`config.mk`:
```
export PLATFORM = sky130hd
export DESIGN_NAME = serial_subtractor_16bits
export DESIGN_NICKNAME = d
export VERILOG_FILES = /design/src/rtl/serial_subtractor_16bits.sv
export SDC_FILE = /design/constraint.sdc
export NUM_CORES = 1
export LEC_CHECK = 0
export ABC_CLOCK_PERIOD_IN_PS = 3200
export BUFFER_PORTS_ARGS = -buffer_cell sky130_fd_sc_hd__buf_4
export CORE_ASPECT_RATIO = 1.2
export CORE_MARGIN = 1
export CORE_UTILIZATION = 55
export DETAILED_ROUTE_END_ITERATION = 12
export PLACE_DENSITY = 0.79
export SETUP_SLACK_MARGIN = 0.5
export SLEW_MARGIN = 20
export SYNTH_ARGS = -nofsm -noshare
export SYNTH_HDL_FRONTEND = slang
export SYNTH_SLANG_ARGS = --single-unit
```
`constraint.sdc`:
```
create_clock -name CLK -period 3.2 [get_ports CLK]
set_input_delay 0.64 -clock CLK [delete_from_list [all_inputs] [get_ports CLK]]
set_output_delay 0.64 -clock CLK [all_outputs]
set_load 0.1 [all_outputs]
```
`src/rtl/serial_subtractor_16bits.sv`:
```
// Digit-serial subtractor: OUT = IN1 - IN2 (mod 2^WIDTH), one DIGIT_W slice per clock,
// LSB first, with START/BUSY/DONE handshake and borrow/overflow/zero flags.
module serial_subtractor_16bits #(
   parameter int WIDTH   = 16,
   parameter int DIGIT_W = 4
) (
   input  logic             CLK,
   input  logic             RSTN,
   input  logic             START,
   input  logic [WIDTH-1:0] IN1,
   input  logic [WIDTH-1:0] IN2,
   output logic [WIDTH-1:0] OUT,
   output logic             BORROW,
   output logic             OVF,
   output logic             ZERO,
   output logic             BUSY,
   output logic             DONE
);

   localparam int N     = WIDTH / DIGIT_W;
   localparam int CNT_W = (N > 1) ? $clog2(N) : 1;

   if ((WIDTH % DIGIT_W) != 0) begin : g_bad_digit
      $error("serial_subtractor_16bits: WIDTH must be a multiple of DIGIT_W");
   end

   typedef enum logic [1:0] {
      ST_IDLE = 2'd0,
      ST_RUN  = 2'd1,
      ST_DONE = 2'd2
   } state_t;

   state_t             state_r, state_s;
   logic [WIDTH-1:0]   a_r, a_s;
   logic [WIDTH-1:0]   b_r, b_s;
   logic [WIDTH-1:0]   res_r, res_s;
   logic [CNT_W-1:0]   cnt_r, cnt_s;
   logic               borrow_r, borrow_s;
   logic               msb1_r, msb1_s;
   logic               msb2_r, msb2_s;
   logic [WIDTH-1:0]   out_r, out_s;
   logic               borrow_out_r, borrow_out_s;
   logic               ovf_r, ovf_s;
   logic               zero_r, zero_s;
   logic               busy_r, busy_s;
   logic               done_r, done_s;

   logic [DIGIT_W:0]   slice_s;
   logic [WIDTH-1:0]   res_shift_s;

   // Slice arithmetic: the top bit of the (DIGIT_W+1)-bit difference is the outgoing borrow.
   always_comb begin
      slice_s = {1'b0, a_r[DIGIT_W-1:0]} - {1'b0, b_r[DIGIT_W-1:0]}
              - {{DIGIT_W{1'b0}}, borrow_r};
      res_shift_s = (res_r >> DIGIT_W)
                  | (WIDTH'(slice_s[DIGIT_W-1:0]) << (WIDTH - DIGIT_W));
   end

   // Next-state and datapath update for the IDLE/RUN/DONE sequencer.
   always_comb begin
      state_s      = state_r;
      a_s          = a_r;
      b_s          = b_r;
      res_s        = res_r;
      cnt_s        = cnt_r;
      borrow_s     = borrow_r;
      msb1_s       = msb1_r;
      msb2_s       = msb2_r;
      out_s        = out_r;
      borrow_out_s = borrow_out_r;
      ovf_s        = ovf_r;
      zero_s       = zero_r;
      busy_s       = busy_r;
      done_s       = done_r;
      case (state_r)
         ST_IDLE, ST_DONE: begin
            if (START) begin
               a_s      = IN1;
               b_s      = IN2;
               msb1_s   = IN1[WIDTH-1];
               msb2_s   = IN2[WIDTH-1];
               cnt_s    = {CNT_W{1'b0}};
               borrow_s = 1'b0;
               busy_s   = 1'b1;
               done_s   = 1'b0;
               state_s  = ST_RUN;
            end else begin
               state_s  = state_r;
            end
         end
         ST_RUN: begin
            res_s    = res_shift_s;
            borrow_s = slice_s[DIGIT_W];
            a_s      = a_r >> DIGIT_W;
            b_s      = b_r >> DIGIT_W;
            if (cnt_r == CNT_W'(N - 1)) begin
               // Overflow only possible when operand signs differ.
               out_s        = res_shift_s;
               borrow_out_s = slice_s[DIGIT_W];
               ovf_s        = (msb1_r != msb2_r) && (res_shift_s[WIDTH-1] != msb1_r);
               zero_s       = (res_shift_s == {WIDTH{1'b0}});
               busy_s       = 1'b0;
               done_s       = 1'b1;
               cnt_s        = {CNT_W{1'b0}};
               state_s      = ST_DONE;
            end else begin
               cnt_s = cnt_r + CNT_W'(1);
            end
         end
         default: begin
            busy_s  = 1'b0;
            done_s  = 1'b0;
            state_s = ST_IDLE;
         end
      endcase
   end

   // State and datapath registers; asynchronous reset discards any partial result.
   always_ff @(posedge CLK or negedge RSTN) begin
      if (!RSTN) begin
         state_r      <= ST_IDLE;
         a_r          <= {WIDTH{1'b0}};
         b_r          <= {WIDTH{1'b0}};
         res_r        <= {WIDTH{1'b0}};
         cnt_r        <= {CNT_W{1'b0}};
         borrow_r     <= 1'b0;
         msb1_r       <= 1'b0;
         msb2_r       <= 1'b0;
         out_r        <= {WIDTH{1'b0}};
         borrow_out_r <= 1'b0;
         ovf_r        <= 1'b0;
         zero_r       <= 1'b0;
         busy_r       <= 1'b0;
         done_r       <= 1'b0;
      end else begin
         state_r      <= state_s;
         a_r          <= a_s;
         b_r          <= b_s;
         res_r        <= res_s;
         cnt_r        <= cnt_s;
         borrow_r     <= borrow_s;
         msb1_r       <= msb1_s;
         msb2_r       <= msb2_s;
         out_r        <= out_s;
         borrow_out_r <= borrow_out_s;
         ovf_r        <= ovf_s;
         zero_r       <= zero_s;
         busy_r       <= busy_s;
         done_r       <= done_s;
      end
   end

   assign OUT    = out_r;
   assign BORROW = borrow_out_r;
   assign OVF    = ovf_r;
   assign ZERO   = zero_r;
   assign BUSY   = busy_r;
   assign DONE   = done_r;

endmodule
```
==> results.cfg, run 1 <==
[outcome]
status = complete, no violations

[routing]
drc = 0
wl_um = 5980
routed_via_density = 5.42
drtIter0Drc = 165
drtPass1Iterations = 4
vias = 2313
ant_nets = 0
wl_per_cell_um = 14.0

[timing]
min_period_ns = 2.13
setup_violations = 0
fmax_mhz = 469
whs_ns = 0.419
fin_worst_skew_ns = 0.00605
slew_viol_final = 0
hold_viol = 0
fin_crit_sh = 0.666
worstMarginPinSlew_ns = 1.03
relSlewSlack = 0.315
fin_tns_setup_ns = 0
rsz0062_at_grt = no

[clock_network]
clk_pin_slew_ns = 0.07
cts_hold_buf = 0
clock_path_buffers = 2
post_cts_buffers = 0
cts_num_sinks = 71
cts_tree = yes
cts_buffers = 9
worstSkewPairLatency_ns = 0.34
root_buffer = clkbuf_8
post_cts_resized = 0
cts_max_level = 3

[setup_path]
cp-startpoint = a_r[0]
crit_type = reg2reg
r2r-start = a_r[0]
crit_fanout = 3
worstPathArrival_ns = 2.39
crit_end = OVF
worst_setup_path_end_kind = register
r2r_slack_ns = 1.07
cp-start-kind = register
reg2regPathDepth = 7
r2r_end = OVF
crit_required_ns = 3.46

[logic_synthesis]
syn-num-nets = 353
ys_seq_area_frac = 0.577
ys.warnings.count = 0
synth-seq-cells = 71
synth_cells = 309
syn_area_um2 = 3080
avgSynthCellArea_um2 = 9.97
synth.distinct_cells = 29

[final_layout]
final.fill_count = 429
drive_gt1_frac = 0.247
area_growth_pct = 21.0
seqCellArea_um2 = 1780
num-nets-final = 404
mostFrequentLayoutCell = nand2_1
multi_input_comb_area_um2 = 1210
insertedDiodeCount = 0
final_cell_mix = nand2_1, dfrtp_1, buf_4, nor2_1, a31oi_1

[grt]
grt_overflow = 0
grt_pass1_vias = 2205
grt_max_degree = 72
grt_antenna_before_repair = 0
grt_pass1_wl_um = 10300
grt_use_total = 0.227

[placement]
gp_congestion = 0.833
dp_hpwl_um = 3930
portBuffers = 55

[floorplanning]
core_um2 = 5330
io_pins = 56
start_util = 0.578
rows = 29
die_h_um = 84.0
design.die.area_um2 = 5910
die_w_um = 70.3

[flow_run]
max_cap_viol_count = 0

[hold_path]
hold_class = in2async
-- worst min-delay path by stage --
stage          startpoint  endpoint  slack [ns]  cells after the start
2_1_floorplan        RSTN    BORROW        0.34                      0
3_3_place_gp       b_r[5]    b_r[1]        0.46                      2
3_5_place_dp       a_r[6]    a_r[2]        0.48                      2
4_1_cts              RSTN    OUT[9]        0.44                      1
5_1_grt              RSTN    OUT[9]        0.50                      1
6_report             RSTN    OUT[9]        0.42                      1
-- per-layer routing --
metal	routed length [um]	GRT usage
met1	2730	0.314
met2	2880	0.342
met5	0	0
met3	262	0.0495
met4	114	0.105
-- Yosys cell counts --
library cell / instances / area, um2
nand2_1: 89 / 334
dfrtp_1: 71 / 1780
nor2_1: 27 / 101
a31oi_1: 20 / 125
o21ai_0: 17 / 85.1
mux2_2: 13 / 146
a22o_1: 9 / 78.8
clkbuf_1: 8 / 30.0
inv_1: 8 / 30.0
buf_2: 7 / 35.0
ha_1: 7 / 87.6
a21oi_1: 5 / 25.0
nand2b_1: 4 / 25.0
nor2b_1: 3 / 18.8
or4_1: 3 / 22.5
xnor2_1: 3 / 26.3
buf_1: 2 / 7.51
fa_1: 2 / 40.0
a21boi_0: 1 / 7.51
and3b_1: 1 / 8.76
nand3b_2: 1 / 11.3
nor3b_1: 1 / 7.51
nor4_1: 1 / 6.26
o2111ai_1: 1 / 8.76
o211ai_1: 1 / 7.51
o21ai_1: 1 / 5.00
o31ai_1: 1 / 7.51
or2_2: 1 / 6.26
or3b_2: 1 / 8.76
-- flip-flops by register name (all words and copies together) (netlist names) --
name	flops
OUT	16
a_r	16
b_r	16
res_r	12
cnt_r	2
BORROW	1
BUSY	1
DONE	1
OVF	1
ZERO	1
borrow_r	1
msb1_r	1
msb2_r	1
state_r	1
-- per-stage QoR --
step / setup slack [ns] / cells / utilization / instance area (um2)
finish: 1.07 / 427 / 0.699 / 3730
floorplan: 1.22 / 309 / - / 3080
detailed placement: 1.08 / 411 / 0.660 / 3520
global route: 0.959 / 427 / 0.699 / 3730
global placement: 1.17 / 411 / 0.660 / 3520
CTS: 1.06 / 427 / 0.699 / 3730
-- final cells by class --
class                   count  area share
clock buffers              13      0.0453
clock inverters             3      0.0107
inverters                   8     0.00806
multi-input cells         213       0.324
flip-flops and latches     71       0.477
well taps                  62      0.0208
repair buffers             57       0.115
-- cell families (layout without fill, tap and decap cells) --
logic type / Yosys count / count (layout) / synth area share
buffers and inverters: 25 / 81 / 0.0333
DFF: 71 / 71 / 0.577
AOI/OAI and AO/OA: 56 / 56 / 0.114
muxes: 13 / 13 / 0.0475
and+or+nand+nor: 132 / 132 / 0.179
xor gates and xnor gates: 3 / 3 / 0.00853
adders and majority gates: 9 / 9 / 0.0414
-- worst max-delay path: stages, from the launching register on --
cell and delay (ns):
dfrtp_1 0.40, fa_1 0.57, inv_1 0.05, ha_1 0.16
o21ai_0 0.19, a21boi_0 0.16, or2_2 0.33, o211ai_1 0.18
Power of run 1 is left out: the tool's default activity adds up to more than one toggle a clock period on the data nets, which glitch-free logic cannot reach.
==> inputs of run 2 (changes only) <==
ABC_CLOCK_PERIOD_IN_PS = 2200   (was 3200)
clock period = 2.2 ns   (was 3.2 ns; I/O delays follow)
==> results.cfg, run 2 (synthesized netlist as in run 1, its figures left out) <==
[routing]
routed_via_density = 5.52
wl_per_cell_um = 14.8
drc = 0
drtPass1Iterations = 4
ant_nets = 0
drtIter0Drc = 128
vias = 2392
wl_um = 6420

[final_layout]
num-nets-final = 410
insertedDiodeCount = 0
drive_gt1_frac = 0.296
final.fill_count = 398
mostFrequentLayoutCell = nand2_1
final_cell_mix = nand2_1, dfrtp_1, buf_4, nor2_1, a31oi_1
design_area_um2 = 3890
area_growth_pct = 26.3

[timing]
fin_tns_setup_ns = 0
fmax_mhz = 522
relSlewSlack = 0.440
min_period_ns = 1.92
fin_worst_skew_ns = 0.00760
worstMarginPinSlew_ns = 0.840
fin_crit_sh = 0.872
rsz0062_at_grt = yes
setup_violations = 0
hold_viol = 0
slew_viol_final = 0

[clock_network]
cts_num_sinks = 71
worstSkewPairLatency_ns = 0.35
cts_buffers = 9
clk_pin_slew_ns = 0.07
cts_max_level = 3
root_buffer = clkbuf_8
clock_path_buffers = 2
cts_hold_buf = 0
cts_tree = yes

[floorplanning]
die_h_um = 84.0
io_pins = 56
design.die.area_um2 = 5910
core_um2 = 5330
start_util = 0.578
die_w_um = 70.3
rows = 29

[setup_path]
worst_setup_path_end_kind = register
cp-start-kind = register
r2r_end = OVF
r2r_slack_ns = 0.28
cpPeakStageDelay_ns = 0.61
crit_fanout = 3
r2r-start = borrow_r
reg2regPathDepth = 8
worst_path_most_repeated_cell = inv_2
worst-path-buf-inv = 2
crit_type = reg2reg
crit_required_ns = 2.46
crit_family = adder cells
worstPathArrival_ns = 2.18
critical-path-slowest-cell = fa_2
crit_chain = inv_2 > fa_2 > inv_2 > ha_4 > o21ai_4 > a21boi_2 > or2_4 > o211ai_1

[grt]
grt_use_total = 0.241
grt_pass1_wl_um = 11100
grt_overflow = 0
grt_max_degree = 72
grt_antenna_before_repair = 0
grt_pass1_vias = 2385

[placement]
gp_congestion = 0.803
dp_hpwl_um = 4130
portBuffers = 55
postPlaceCellArea_um2 = 3570

[outcome]
status = complete, no violations

[hold_path]
hold_class = in2async

[flow_run]
max_cap_viol_count = 0
==> run 2: worst max-delay path by stage <==
stage,from,to,slack [ns],cells after the start
floorplan,borrow_r,OVF,0.38,8
global placement,borrow_r,BORROW,0.35,7
detailed placement,borrow_r,borrow_r,0.27,7
CTS,b_r[0],OVF,0.32,8
global route,borrow_r,OVF,0.17,8
finish,borrow_r,OVF,0.28,8
==> run 2: layout make-up <==
cell class	count	area (um2)	share of cell area
multi-input combinational	213	1310	0.336
timing repair buffer	63	489	0.126
clock inverter	2	37.5	0.00965
tap	62	77.6	0.0199
sequential	71	1780	0.457
inverter	8	30.0	0.00772
clock buffer	14	173	0.0444
==> run 2: what timing repair did <==
| action | in CTS | in global routing |
|---|---|---|
| setup endpoints to repair | 11 | 22 |
| hold endpoints to repair | 0 | 0 |
| buffers inserted | 1 | 1 |
| resized for setup | 13 | 7 |
| pin swaps | 4 | 2 |
==> run 2: worst register-to-register path, stage by stage (launching register included) <==
cell,delay (ns)
dfrtp_1,0.37
inv_2,0.05
fa_2,0.61
inv_2,0.06
ha_4,0.16
o21ai_4,0.13
a21boi_2,0.08
or2_4,0.24
o211ai_1,0.15
==> run 2: metal layers <==
layer  up-vias  global-route usage  routed length (um)
met5         -                   0                   0
met4         0              0.0982                 176
met3        18              0.0531                 275
met2        71               0.381                3240
met1      1157               0.322                2730
li1       1146                   -                   -
==> run 2: stage by stage <==
stage / worst slack [ns] / cells / hold WS (ns) / utilization
2_1_floorplan: 0.383 / 309 / 0.144 / -
3_3_place_gp: 0.347 / 415 / 0.462 / 0.669
6_report: 0.283 / 433 / 0.200 / 0.730
4_1_cts: 0.322 / 432 / 0.229 / 0.720
3_5_place_dp: 0.272 / 415 / 0.470 / 0.669
5_1_grt: 0.170 / 433 / 0.272 / 0.730
Power of run 2 is left out for the same reason.
